### config.mk
export PLATFORM = sky130hd
export DESIGN_NAME = gf_log_table_gen
export DESIGN_NICKNAME = d
export VERILOG_FILES = /design/src/rtl/gf_log_table_gen.sv
export SDC_FILE = /design/constraint.sdc
export NUM_CORES = 2
export LEC_CHECK = 0
export BUFFER_PORTS_ARGS = -buffer_cell sky130_fd_sc_hd__buf_2
export CAP_MARGIN = 20
export CORE_ASPECT_RATIO = 1.25
export CORE_MARGIN = 10
export CORE_UTILIZATION = 30
export CTS_CLUSTER_DIAMETER = 100
export DETAILED_ROUTE_END_ITERATION = 16
export SLEW_MARGIN = 20
export SYNTH_ARGS = -nofsm -noshare
export SYNTH_HDL_FRONTEND = slang
export SYNTH_SLANG_ARGS = --single-unit
### constraint.sdc
create_clock -name clk -period 9.2 [get_ports clk]
set_input_delay 1.38 -clock clk [delete_from_list [all_inputs] [get_ports clk]]
set_output_delay 1.38 -clock clk [all_outputs]
set_load 0.05 [all_outputs]
### src/rtl/gf_log_table_gen.sv
// GF(2^8) log/exp table builder: walks powers of GENERATOR once, self-checks the
// walk, then serves single-cycle-latency lookups over a valid/ready read port.
module gf_log_table_gen #(
  parameter logic [7:0] GENERATOR = 8'h03,
  parameter logic [7:0] POLY_LOW  = 8'h1B
) (
  input  logic       clk,
  input  logic       reset_n,
  input  logic       start,
  output logic       busy,
  output logic       done,
  output logic       error,
  output logic       tables_valid,
  input  logic       rd_valid,
  output logic       rd_ready,
  input  logic       rd_sel,
  input  logic [7:0] rd_addr,
  output logic       rd_data_valid,
  output logic [7:0] rd_data
);

  typedef enum logic [1:0] {IDLE, GEN, CHECK, READY} state_t;

  state_t     state_q, state_d;
  logic [7:0] acc, idx;
  logic       wrap_seen;
  logic       rd_accept;
  logic [7:0] exp_mem [256];
  logic [7:0] log_mem [256];

  function automatic logic [7:0] gf_mul(input logic [7:0] a, input logic [7:0] b);
    logic [7:0] p, x;
    p = 8'h00;
    x = a;
    for (int i = 0; i < 8; i++) begin
      if (b[i]) p = p ^ x;
      x = {x[6:0], 1'b0} ^ (x[7] ? POLY_LOW : 8'h00);
    end
    return p;
  endfunction

  assign busy         = (state_q == GEN) || (state_q == CHECK);
  assign tables_valid = (state_q == READY) && !error;
  assign rd_ready     = tables_valid;
  assign rd_accept    = rd_valid && rd_ready;

  always_comb begin
    state_d = state_q;
    unique case (state_q)
      IDLE:    if (start) state_d = GEN;
      GEN:     if (idx == 8'd254) state_d = CHECK;
      CHECK:   state_d = READY;
      READY:   if (start) state_d = GEN;
      default: state_d = IDLE;
    endcase
  end

  always_ff @(posedge clk or negedge reset_n) begin
    if (!reset_n) begin
      state_q       <= IDLE;
      acc           <= 8'h01;
      idx           <= 8'h00;
      wrap_seen     <= 1'b0;
      error         <= 1'b0;
      done          <= 1'b0;
      rd_data_valid <= 1'b0;
      rd_data       <= 8'h00;
    end else begin
      state_q       <= state_d;
      done          <= (state_q == CHECK);
      rd_data_valid <= rd_accept;
      if (rd_accept) rd_data <= rd_sel ? exp_mem[rd_addr] : log_mem[rd_addr];
      unique case (state_q)
        IDLE, READY: if (start) begin
          acc       <= 8'h01;
          idx       <= 8'h00;
          wrap_seen <= 1'b0;
          error     <= 1'b0;
        end
        GEN: begin
          // Every element's order divides 255, so acc is always 1 after the
          // full walk; a short cycle is only visible as an early return to 1.
          if (idx != 8'h00 && acc == 8'h01) wrap_seen <= 1'b1;
          acc <= gf_mul(acc, GENERATOR);
          idx <= idx + 8'd1;
        end
        CHECK:   error <= (acc != 8'h01) || wrap_seen;
        default: ;
      endcase
    end
  end

  // Table storage is intentionally not reset; nothing reads it outside READY.
  always_ff @(posedge clk) begin
    if (state_q == GEN) begin
      exp_mem[idx] <= acc;
      log_mem[acc] <= idx;
    end else if (state_q == CHECK) begin
      exp_mem[255] <= 8'h01;
      log_mem[0]   <= 8'h00;
    end
  end

endmodule

==> flow_metrics.tcl <==
set metrics [dict create \
    syn_area_um2 160900 \
    die_h_um 838.7 \
    drc 0 \
    numCtsBuffers 400 \
    post_cts_resized 0 \
    synthToLayoutAreaGrowth_pct 13.65 \
    syn_nets 7550 \
    p_per_area_nw_per_um2 234.3 \
    yosys.area.top_type_share 0.7645 \
    syn_inst 7528 \
    power.leakage_uw 0.05607 \
    drv_cap 0 \
    cts_tree "built" \
    ant_nets 0 \
    dieWidth_um 675.0 \
    clockBufferDepth 4 \
    grt_max_degree 261 \
    routedWlPerCell_um 28.73 \
    finalCriticalPeriod_ns 5.119 \
    hold_path.class "flop to flop" \
    tightestPinTransition_ns 1.240 \
    fp-row-count 300 \
    nets 7721 \
    firstDrtPassIters 6 \
    dpl.hpwl_um 261500 \
    rsz0062_at_grt "false" \
    final-setup-viol-count 0 \
    ys_seq_area_frac 0.7692 \
    clk_pin_slew_worst_paths_ns 0.06 \
    overflow 0 \
    criticalPathCategory "primary input to flop" \
    synth_edf_count 4096 \
    track_usage 0.1489 \
    numPortBuffers 26 \
    synth_flop_cell "edfxtp_1" \
    slew_viol_final 0 \
    yosysUniqueCellTypes 74 \
    clock_skew_ns 0.07130 \
    cts_hold_buf 0 \
    status "finished clean" \
    yosys_warnings 0 \
    finalPower_uw 42830 \
    worstSetupStartpointType "primary input" \
    worst-endpoint-required_ns 9.96 \
    antenna_found_initial 29 \
    dieArea_um2 566100 \
    coreArea_um2 534100 \
    gp_congestion 0.8187 \
    vdd_ir_drop_max_mv 0.1898 \
    layout-drive-gt1-share 0.2403 \
    grt_pass1_vias 80869 \
    io_pins 27 \
    start_util 0.3012 \
    vias_per_cell 5.198 \
    drt_iter0_drc 9516 \
    finalSetupTns_ns 0 \
    vias 78696 \
    arrival_ns 5.87 \
    post-route-period-util 0.5564 \
    post_cts_buffers 0 \
    fmax_mhz 195.4 \
    max-slew-margin-rel 0.1713 \
    clk_latency_ns 0.94 \
    cts-root-buf "clkbuf_16" \
    synth_seq_cells 4126 \
    grt_pass1_wl_um 617100 \
    critPathMaxFanout 41 \
    hold_viol 0 \
    final_common_cell "edfxtp_1" \
    utilization 0.3423 \
    synth_top_cell_by_area "edfxtp_1" \
    syn_avg_cell_area_um2 21.37 \
    routed_wl_um 435000 \
    clock-sinks 4126 \
    htree_num_levels 5 \
    rrSetupSlack_ns 4.56 \
    critPathCaptureType "flop" \
    mostFrequentLayoutCells "edfxtp_1 (4096), mux4_2 (1029), nor2_1 (574), clkbuf_16 (409), nand2_1 (252)" \
    synthTopCellsByArea "edfxtp_1 (76%), mux4_2 (14%), mux2i_1 (1.4%), nor2_1 (1.4%), nand2_1 (0.59%)" \
    async_flop_share 0.007271 \
]
## area by class of cell
| class | count | area, um^2 |
|---|---|---|
| Multi-Input combinational cell | 2928 | 34650 |
| Sequential cell | 4126 | 123800 |
| Clock inverter | 251 | 2755 |
| Antenna cell | 13 | 32.53 |
| Inverter | 16 | 75.07 |
| Timing Repair Buffer | 227 | 2088 |
| Clock buffer | 482 | 10610 |
| Fill cell | 49085 | 351300 |
| Tap cell | 7097 | 8880 |
## worst max-delay path, cell delays in order
cell and delay, ns:
buf_8 0.40, buf_4 0.65, buf_4 0.53, mux4_2 0.37, nor2b_1 0.15, a2111oi_0 0.86
a211oi_1 0.14, and3_1 0.30, o311ai_1 0.73, nand3_1 0.13
## power by group
| group | internal (uW) | switching (uW) |
|---|---|---|
| Combinational | 895 | 3150 |
| Sequential | 21800 | 150 |
| Clock | 9790 | 7030 |
## kinds of logic (layout without fill, tap and decap cells)
family,count (synthesis),count (layout),synth area share
DFF,4126,4126,0.7692
muxes,1291,1291,0.1608
and+or+nand+nor,1088,1088,0.02864
AOI/OAI and AO/OA,533,533,0.02327
buffers and inverters,474,976,0.01702
adders and majority gates,9,9,0.0007000
xor gates and xnor gates,7,7,0.0003811
other,0,13,0
## layer usage
| metal | up-vias | share of wire | global-route usage |
|---|---|---|---|
| li1 | 31760 | - | - |
| met1 | 42324 | 0.37 | 0.1876 |
| met2 | 3748 | 0.50 | 0.2531 |
| met3 | 854 | 0.082 | 0.02717 |
| met4 | 10 | 0.046 | 0.06149 |
| met5 | - | 0.00015 | 0 |
## state kept, by name, indices dropped and copies added, names as in the netlist
register       flops
exp_mem         2048
log_mem         2048
acc                8
idx                8
rd_data            8
state_q            2
done               1
error              1
rd_data_valid      1
wrap_seen          1
## metrics by stage
step / setup WS [ns] / instances / area, um^2 / hold slack (ns)
after detailed placement: 3.021 / 14389 / 169300 / 0.5014
after CTS: 4.029 / 15122 / 182700 / 0.5161
after global placement: 2.610 / 14386 / 169300 / 0.4701
after global routing: 3.840 / 15128 / 182800 / 0.5610
after floorplan: 0.04027 / 7528 / 160900 / 0.4538
final: 4.081 / 15140 / 182800 / 0.5248
## final timing paths
check | from | to | cells after the start
worst max register to register | state_q[0] | log_mem[204][2] | 8
worst min register to register | wrap_seen | wrap_seen | 2
max in group asynchronous | reset_n | rd_data[3] | 1
worst max-delay path | rd_addr[2] | rd_data[3] | 10
min in group asynchronous | reset_n | rd_data[5] | 1
worst min-delay path | wrap_seen | wrap_seen | 2
## cells in the mapped netlist, types with 4 or more instances
cell,n
a21oi_1,78
a311o_1,5
o22ai_1,65
a221oi_1,9
mux4_2,1029
a211oi_1,55
nand3_1,63
buf_8,8
a2111oi_0,15
o211ai_1,11
o32ai_1,4
edfxtp_1,4096
a22o_1,20
buf_1,25
a31oi_1,31
nor3_1,36
o31ai_1,6
nand2b_1,12
o21ai_0,59
a311oi_1,15
ha_1,9
and2_1,16
buf_2,118
buf_4,72
inv_1,14
a32o_1,4
mux2_2,30
a21o_1,4
buf_6,58
or4_1,7
and3_1,17
a211o_1,4
o221ai_1,47
nor4_1,13
nand4_1,7
nor2b_1,55
a22oi_1,67
clkbuf_1,176
xor2_1,5
nand2_1,254
nor2_1,588
or2_2,5
mux2i_1,230
dfrtp_1,29
Note: power is estimated with default switching activity, not from simulation.
